### src/rtl/instr_fetch.sv
// Instruction fetch: owns the PC, reads program RAM (1-cycle latency) and hands instructions to decode.
// Optional FETCH_STALL_CNT_EN adds o_stall_cnt, a saturating count of RUN cycles stalled by the decoder.
`timescale 1ns/1ps
module instr_fetch #(
    parameter int ADDR_W = 4,
    parameter int DATA_W = 8
) (
    input  logic              i_clk,
    input  logic              i_rst_n,
    input  logic              i_pc_recount,
    input  logic              i_jump_en,
    input  logic [ADDR_W-1:0] i_jump_addr,
    output logic              o_ram_re,
    output logic [ADDR_W-1:0] o_ram_addr,
    input  logic [DATA_W-1:0] i_ram_rdata,
    output logic [DATA_W-1:0] o_instr,
    output logic [ADDR_W-1:0] o_instr_pc,
    output logic              o_instr_valid,
    input  logic              i_instr_ready
`ifdef FETCH_STALL_CNT_EN
    ,
    output logic [15:0]       o_stall_cnt
`endif
);

    typedef enum logic {S_IDLE, S_RUN} state_t;

    state_t              r_state;
    state_t              w_state_next;
    logic [ADDR_W-1:0]   r_pc;
    logic                r_epoch;
    logic                r_inflight;
    logic                r_inflight_epoch;
    logic [ADDR_W-1:0]   r_inflight_pc;
    logic [DATA_W-1:0]   r_fifo_instr [2];
    logic [ADDR_W-1:0]   r_fifo_pc    [2];
    logic                r_rd_ptr;
    logic                r_wr_ptr;
    logic [1:0]          r_count;

    logic                w_run;
    logic [1:0]          w_occ;
    logic                w_issue;
    logic                w_land;
    logic                w_fifo_empty;
    logic                w_head_valid;
    logic                w_xfer;
    logic                w_flush;
    logic                w_push;
    logic                w_pop;

    always_comb begin
        w_state_next  = r_state;
        w_run         = (r_state == S_RUN);
        w_occ         = r_count + {1'b0, r_inflight};
        w_issue       = w_run && (w_occ < 2'd2);
        // A returning read counts only if no flush happened since it was issued.
        w_land        = w_run && r_inflight && (r_inflight_epoch == r_epoch);
        w_fifo_empty  = (r_count == 2'd0);
        w_head_valid  = w_run && (!w_fifo_empty || w_land);
        w_xfer        = w_head_valid && i_instr_ready;
        w_flush       = i_pc_recount || (w_run && i_jump_en);
        w_pop         = w_xfer && !w_fifo_empty;
        w_push        = w_land && !(w_fifo_empty && w_xfer);
        o_ram_re      = w_issue;
        o_ram_addr    = w_issue ? r_pc : '0;
        o_instr_valid = w_head_valid;
        o_instr       = '0;
        o_instr_pc    = '0;
        // Empty FIFO: landing RAM data bypasses straight to the decoder.
        if (!w_fifo_empty) begin
            o_instr    = r_fifo_instr[r_rd_ptr];
            o_instr_pc = r_fifo_pc[r_rd_ptr];
        end else if (w_land) begin
            o_instr    = i_ram_rdata;
            o_instr_pc = r_inflight_pc;
        end
        if (i_pc_recount) begin
            w_state_next = S_RUN;
        end
    end

    always_ff @(posedge i_clk or negedge i_rst_n) begin
        if (!i_rst_n) begin
            r_state          <= S_IDLE;
            r_pc             <= '0;
            r_epoch          <= 1'b0;
            r_inflight       <= 1'b0;
            r_inflight_epoch <= 1'b0;
            r_inflight_pc    <= '0;
            r_rd_ptr         <= 1'b0;
            r_wr_ptr         <= 1'b0;
            r_count          <= 2'd0;
        end else begin
            r_state          <= w_state_next;
            r_inflight       <= w_issue;
            r_inflight_epoch <= r_epoch;
            r_inflight_pc    <= r_pc;
            if (w_flush) begin
                r_epoch  <= ~r_epoch;
                r_rd_ptr <= 1'b0;
                r_wr_ptr <= 1'b0;
                r_count  <= 2'd0;
            end else begin
                if (w_push) begin
                    r_wr_ptr <= ~r_wr_ptr;
                end
                if (w_pop) begin
                    r_rd_ptr <= ~r_rd_ptr;
                end
                r_count <= r_count + {1'b0, w_push} - {1'b0, w_pop};
            end
            if (i_pc_recount) begin
                r_pc <= '0;
            end else if (w_run && i_jump_en) begin
                r_pc <= i_jump_addr;
            end else if (w_issue) begin
                r_pc <= r_pc + 1'b1;
            end
        end
    end

    // Storage needs no reset; r_count alone decides what is valid.
    always_ff @(posedge i_clk) begin
        if (!w_flush && w_push) begin
            r_fifo_instr[r_wr_ptr] <= i_ram_rdata;
            r_fifo_pc[r_wr_ptr]    <= r_inflight_pc;
        end
    end

`ifdef FETCH_STALL_CNT_EN
    logic [15:0] r_stall_cnt;

    always_ff @(posedge i_clk or negedge i_rst_n) begin
        if (!i_rst_n) begin
            r_stall_cnt <= '0;
        end else if (i_pc_recount) begin
            r_stall_cnt <= '0;
        end else if (w_head_valid && !i_instr_ready && (r_stall_cnt != 16'hFFFF)) begin
            r_stall_cnt <= r_stall_cnt + 16'd1;
        end
    end

    assign o_stall_cnt = r_stall_cnt;
`endif

endmodule
### config.mk
export PLATFORM = sky130hd
export DESIGN_NAME = instr_fetch
export DESIGN_NICKNAME = d
export VERILOG_FILES = /design/src/rtl/instr_fetch.sv
export SDC_FILE = /design/constraint.sdc
export NUM_CORES = 1
export LEC_CHECK = 0
export ABC_AREA = 0
export BUFFER_PORTS_ARGS = -buffer_cell sky130_fd_sc_hd__buf_4
export CAP_MARGIN = 15
export CORE_MARGIN = 1
export CORE_UTILIZATION = 35
export DETAILED_ROUTE_END_ITERATION = 8
export PLACE_DENSITY = 0.67
export SYNTH_ARGS = -nofsm -noshare
export SYNTH_HDL_FRONTEND = slang
export SYNTH_SLANG_ARGS = --single-unit
### constraint.sdc
create_clock -name i_clk -period 4.6 [get_ports i_clk]
set_input_delay 0 -clock i_clk [delete_from_list [all_inputs] [get_ports i_clk]]
set_output_delay 0 -clock i_clk [all_outputs]
set_load 0.01 [all_outputs]
---- Yosys cells after proc, flatten, opt, wreduce, memory -nomap -nowiden ----
Memory sizes are Yosys's and may differ from the RTL's.
Cells that the tools add are included.
word-level totals
  bits in registers ....................... 16
  RAM bits ................................ 24
  bits of input ports ..................... 17
  output and inout port bits .............. 18
  word-level logic and storage cells ...... 54
  memories ................................ 2
cells by class
  add/subtract/negate cells ............... 4
  order comparisons ....................... 1
  equal/unequal tests ..................... 1
  multiplexer cells ....................... 15
  bitwise operators ....................... 3
  reduce and logical (&&, ||, !) cells .... 19
memory list
  name          words  bits a word  read ports  clocked after Yosys merged registers in  write ports  RTL line  RTL
  r_fifo_instr  2      8            1           0                                        1            35        logic [DATA_W-1:0] r_fifo_instr [2];
  r_fifo_pc     2      4            1           0                                        1            36        logic [ADDR_W-1:0] r_fifo_pc [2];
operator list
  kind                                                            count
  4-bit two-way mux                                               6
  8-bit two-way mux                                               2
  1-bit logical AND                                               10
  1-bit two-way mux                                               6
  2-bit by 1-bit adder with 2-bit output                          2
  4-bit by 1-bit adder with 4-bit output (second input constant)  1
  2-bit nonzero test                                              2
  1-bit zero test                                                 3
  1-bit inverter                                                  3
  3-bit nonzero test                                              1
  2-bit zero test                                                 1
  1-bit logical OR                                                2
  2-bit less-than comparator (second input constant)              1
  2-bit two-way mux                                               1
  2-bit by 1-bit subtractor with 2-bit output                     1
  1-bit equality test                                             1

---- Depth between registers and ports, before layout ----
  depth in word-level cells ............... 11
  mapped depth ............................ 9
  mapped depth without buffers ............ 8

---- Worst setup path after synthesis ----
Ideal clock, no wire load.
  path type ............................... reg-to-reg
  start ................................... register r_state
  end ..................................... memory r_fifo_instr[0][0] (enable)
  setup time .............................. 0.396 ns
  data arrival time ....................... 1.982 ns
  data required time ...................... 4.204 ns
  path slack .............................. 2.222 ns
  cell stages (with the launch flop) ...... 5
  buffers on the path ..................... 1
  clock period less this slack ............ 2.378 ns
  path through ............................ dfrtp_1 buf_2 and4bb_2 or3_1 nor3_1
on the way
  word-level cells in the longest chain between the ends .. 11
  elaborated cells on any way between the ends .. 14
  classes of those cells .................. 2 x mux; 12 x reduce/logical
ends and longest elaborated chain
  item                                         RTL line  RTL
  from (decl)                                  28        state_t r_state;
  from (signal assigned)                       95        r_state <= w_state_next;
  1-bit logical AND (2 in series)              58        w_land = w_run && r_inflight && (r_inflight_epoch == r_epoch);
  1-bit logical OR                             60        w_head_valid = w_run && (!w_fifo_empty || w_land);
  1-bit logical AND                            60
  1-bit logical AND                            61        w_xfer = w_head_valid && i_instr_ready;
  1-bit logical AND                            64        w_push = w_land && !(w_fifo_empty && w_xfer);
  1-bit zero test                              64
  1-bit logical AND                            64
  1-bit logical AND (*)                        125       if (!w_flush && w_push) begin
  1-bit two-way mux (*)                        125
  1-bit two-way mux (not written as such) (*)  126       r_fifo_instr[r_wr_ptr] <= i_ram_rdata;
  to (decl)                                    35
Mark *: on every way between the ends. The rest lies on a longest branch, timed or not.

---- Worst setup path in the final report ----
  start ................................... register r_count[1]
  end ..................................... register r_count[1]
on the way
  word-level cells in the longest chain between the ends .. 11
  elaborated cells on any way between the ends .. 12
  classes of those cells .................. 2 x add/sub; 1 x mux; 9 x reduce/logical
ends and longest elaborated chain
  item                                             RTL line  RTL
  from (decl)                                      39        logic [1:0] r_count;
  from (signal assigned)                           111       r_count <= r_count + {1'b0, w_push} - {1'b0, w_pop};
  2-bit zero test                                  59        w_fifo_empty = (r_count == 2'd0);
  1-bit zero test                                  n/a
  1-bit logical OR                                 60
  1-bit logical AND                                60
  1-bit logical AND                                61
  1-bit logical AND                                64
  1-bit zero test                                  64
  1-bit logical AND                                64
  2-bit by 1-bit adder with 2-bit output           111
  2-bit by 1-bit subtractor with 2-bit output (*)  111
  2-bit two-way mux (*)                            99        if (w_flush) begin
Marks and branches as above.
A chain may end at the register's enable or synchronous reset.

==> metrics.md <==
| Metric | Value |
|---|---|
| Share of cells above drive strength 1 | `28.9%` |
| Critical Path End Type | `flip-flop` |
| Xor and xnor fraction of the mapped netlist area | `~1.5%` |
| DIE AREA | `0.00535 mm^2` |
| Syn_area_per_cell | `13.6 um^2` |
| GRT Overall Usage | `15.2%` |
| Crit. Startpoint | `r_count[1]` |
| CTS Sinks | `40` |
| Leakage | `0.000916 uW` |
| RSZ-0062 raised after global routing | `no` |
| Die H | `around 73 um` |
| Ys Warns | `0` |
| GP Congestion | `0.858` |
| First-pass detailed-route iteration total | `4` |
| Leading area contributor after synthesis | `edfxtp_1` |
| Core Area | `roughly 0.0048 mm^2` |
| Simple-gate share of the synthesized area | `11.2%` |
| Post-DP HPWL | `2.44 mm` |
| Filler cells | `438` |
| GRT overflow | `0` |
| Post-synthesis mux area share | `6.78%` |
| CTS Buf Count | `5` |
| Post-route ant nets | `0` |
| First-pass GRT wire length | `~6 mm` |
| Worst Path Arrival | `roughly 2.8 ns` |
| Clock transition at path regs | `~0.080 ns` |
| CTS tree | `done` |
| Startpoint Class | `flip-flop` |
| Crit path kind | `flip-flop to flip-flop` |
| Area taken by multi-input logic gates | `around 620 um^2` |
| Largest net degree at the start of global routing | `17` |
| R2r setup slk | `2.04 ns` |
| Finished Cell Area | `0.00234 mm^2` |
| Post-CTS Setup Inserts | `0` |
| Initial antenna violation count | `0` |
| Tmin final | `2.56 ns` |
| H-Tree Depth | `2` |
| Hold buffer count at CTS | `13` |
| PwrDens | `approximately 560 mW/mm^2` |
| Post-synth EDFFs | `24` |
| Final setup viols | `0` |
| 1st-iter DRT viols | `32` |
| # DRC | `0` |
| Synthesized cell area | `approximately 0.0018 mm^2` |
| Clk Latency, worst-skew pair | `0.30 ns` |
| Final nets | `a little under 200` |
| Ports | `35` |
| RR Endpoint | `r_count[1]` |
| Starting Density | `37.0%` |
| HP Class | `primary input to flip-flop` |
| Setup TNS | `0 ns` |
| Reg area | `0.00112 mm^2` |
| Top cells by area, synth | `edfxtp_1 (41%), dfrtp_1 (23%), mux2i_1 (6.8%)` |
| Status | `complete, no violations` |
| Post-Syn Instances | `130` |
| Max clock buf depth | `2` |
| Drt wl/cell | `14.2 um` |
| Most used DFF post-synth | `edfxtp_1` |
| Period utilisation layout | `about 56%` |
| Crit path capture | `r_count[1]` |
| Vias | `~1200` |
| Fmax | `391 MHz` |
| Final hold vios | `0` |
| Die Wd | `73.1 um` |
| R2R cell count | `8` |
| Port bufs | `34` |
| Slew margin rel. | `approximately 30%` |
| Final Skew | `0.00207 ns` |
| Vias in the first global route | `1297` |
| Worst r2r src | `r_count[1]` |
| Register area share after synthesis | `63.3%` |
| Async SR Flop Fraction | `40.0%` |
| Worst Max-Slew Pin Slew | `1.04 ns` |
| Main combinational cell family by area after synthesis | `compound AO/OA/AOI/OAI gates` |
| CP required | `4.82 ns` |
| Crit path max fanout | `16` |
| Root Driver | `clkbuf_8` |
| Synth Area in Adders | `2.12%` |
| Post-CTS sizing | `0` |
| Fin. max-slew vios | `0` |
| Syn nets | `150` |
| Total wire length | `~3.5 mm` |
| Area after DPL | `0.00209 mm^2` |
| Synth top area share | `between 40 and 50%` |
| Max-Cap Viols | `0` |
| Maximum vdd drop | `0.247 mV` |
| Compound-Gate Fraction of Synth Area | `12.6%` |
| Area Growth Syn to Fin | `32.3%` |
| Vias/cell | `5.05` |
| #FFs+latches synth | `40` |
| Synth cell types | `31` |
| ANT cells | `0` |
| # rows | `25` |
metal layers:
metal  part of all wire [%]  vias to the layer above  global-route usage (%)
met5                      0                        -                       0
met1                     42                      605                    17.7
met4                    1.7                        0                    7.63
met3                    4.7                        5                    3.87
li1                       -                      599                       -
met2                     52                       39                    25.9
critical path, cell delays in order (launching register included):
cell and delay, ns:
dfrtp_1 0.45, nor2_1 0.83, nor2_1 0.16, ha_1 0.33, inv_1 0.04, ha_1 0.19
xor2_1 0.16, and2_2 0.20, nor3_1 0.13
worst min path at each step:
| stage | start | to | slack [ns] | depth (start not counted) |
|---|---|---|---|---|
| 4_1_cts | i_jump_en | r_epoch | 0.01 | 3 |
| 5_1_grt | i_jump_en | r_epoch | 0.05 | 3 |
| 2_1_floorplan | i_rst_n | r_count[0] | -0.30 | 0 |
| 3_3_place_gp | i_rst_n | r_epoch | -0.13 | 1 |
| 6_report | i_jump_en | r_epoch | 0.02 | 3 |
| 3_5_place_dp | i_rst_n | r_inflight_epoch | -0.13 | 1 |
layout make-up:
class	instances	share of cell area (%)
tap	67	3.58
clock buffer	5	2.94
multi-input combinational	81	26.5
sequential	40	47.9
timing repair buffer	48	16.8
inverter	3	0.481
clock inverter	3	1.82
cells by family (layout without fill, tap and decap cells):
group	after synthesis	after routing
buffers and inverters	9	59
adders and majority gates	3	3
xor gates and xnor gates	3	3
muxes	12	12
DFF	40	40
and+or+nand+nor	35	35
AOI/OAI and AO/OA	28	28
layout by cell type (no fill, tap or decap), types with 2 or more instances in the layout:
cell type       n
ha_1            3
xor2_1          2
or4_1           4
nand2_1         5
nor3_1          2
nor2_1          7
o2bb2ai_1      12
inv_1           3
and2_1          5
o31ai_1         5
buf_4          35
a21oi_1         4
or3_1           2
edfxtp_1       24
mux2i_1        12
dlygate4sd3_1  13
clkbuf_8        5
or2_2           2
a311oi_1        3
nor3_2          2
dfrtp_1        16
through the flow:
step,util (%),worst slack (ns),hold WS [ns],cells,total power [uW]
6_report,48.9,2.04,0.0173,247,1310
5_1_grt,48.9,1.82,0.0526,247,1390
4_1_cts,48.8,2.00,0.0126,246,1310
3_5_place_dp,43.7,2.02,-0.129,225,1010
3_3_place_gp,43.7,2.23,-0.131,225,989
2_1_floorplan,-,2.22,-0.296,130,771
Yosys cell counts (3+ instances only):
cell type	instances
nand2_1	5
edfxtp_1	24
inv_1	3
nor3_1	4
mux2i_1	12
a311oi_1	3
a21oi_1	4
nor2_1	7
and2_1	5
o31ai_1	5
clkbuf_1	3
or4_1	4
ha_1	3
dfrtp_1	16
o2bb2ai_1	12
report_power, final:
| group | switching, uW | internal (uW) |
|---|---|---|
| sequential | 38.7 | 430 |
| combinational | 286 | 268 |
| clock | 123 | 160 |
flip-flops by register name, summed over array words and instances, names as in the netlist:
name and flops:
r_wr_ptr 1, r_fifo_instr 16, r_inflight_pc 4, r_fifo_pc 8, r_inflight 1, r_state 1
r_rd_ptr 1, r_epoch 1, r_pc 4, r_inflight_epoch 1, r_count 2
No activity file was read; power rests on OpenSTA's default activity.
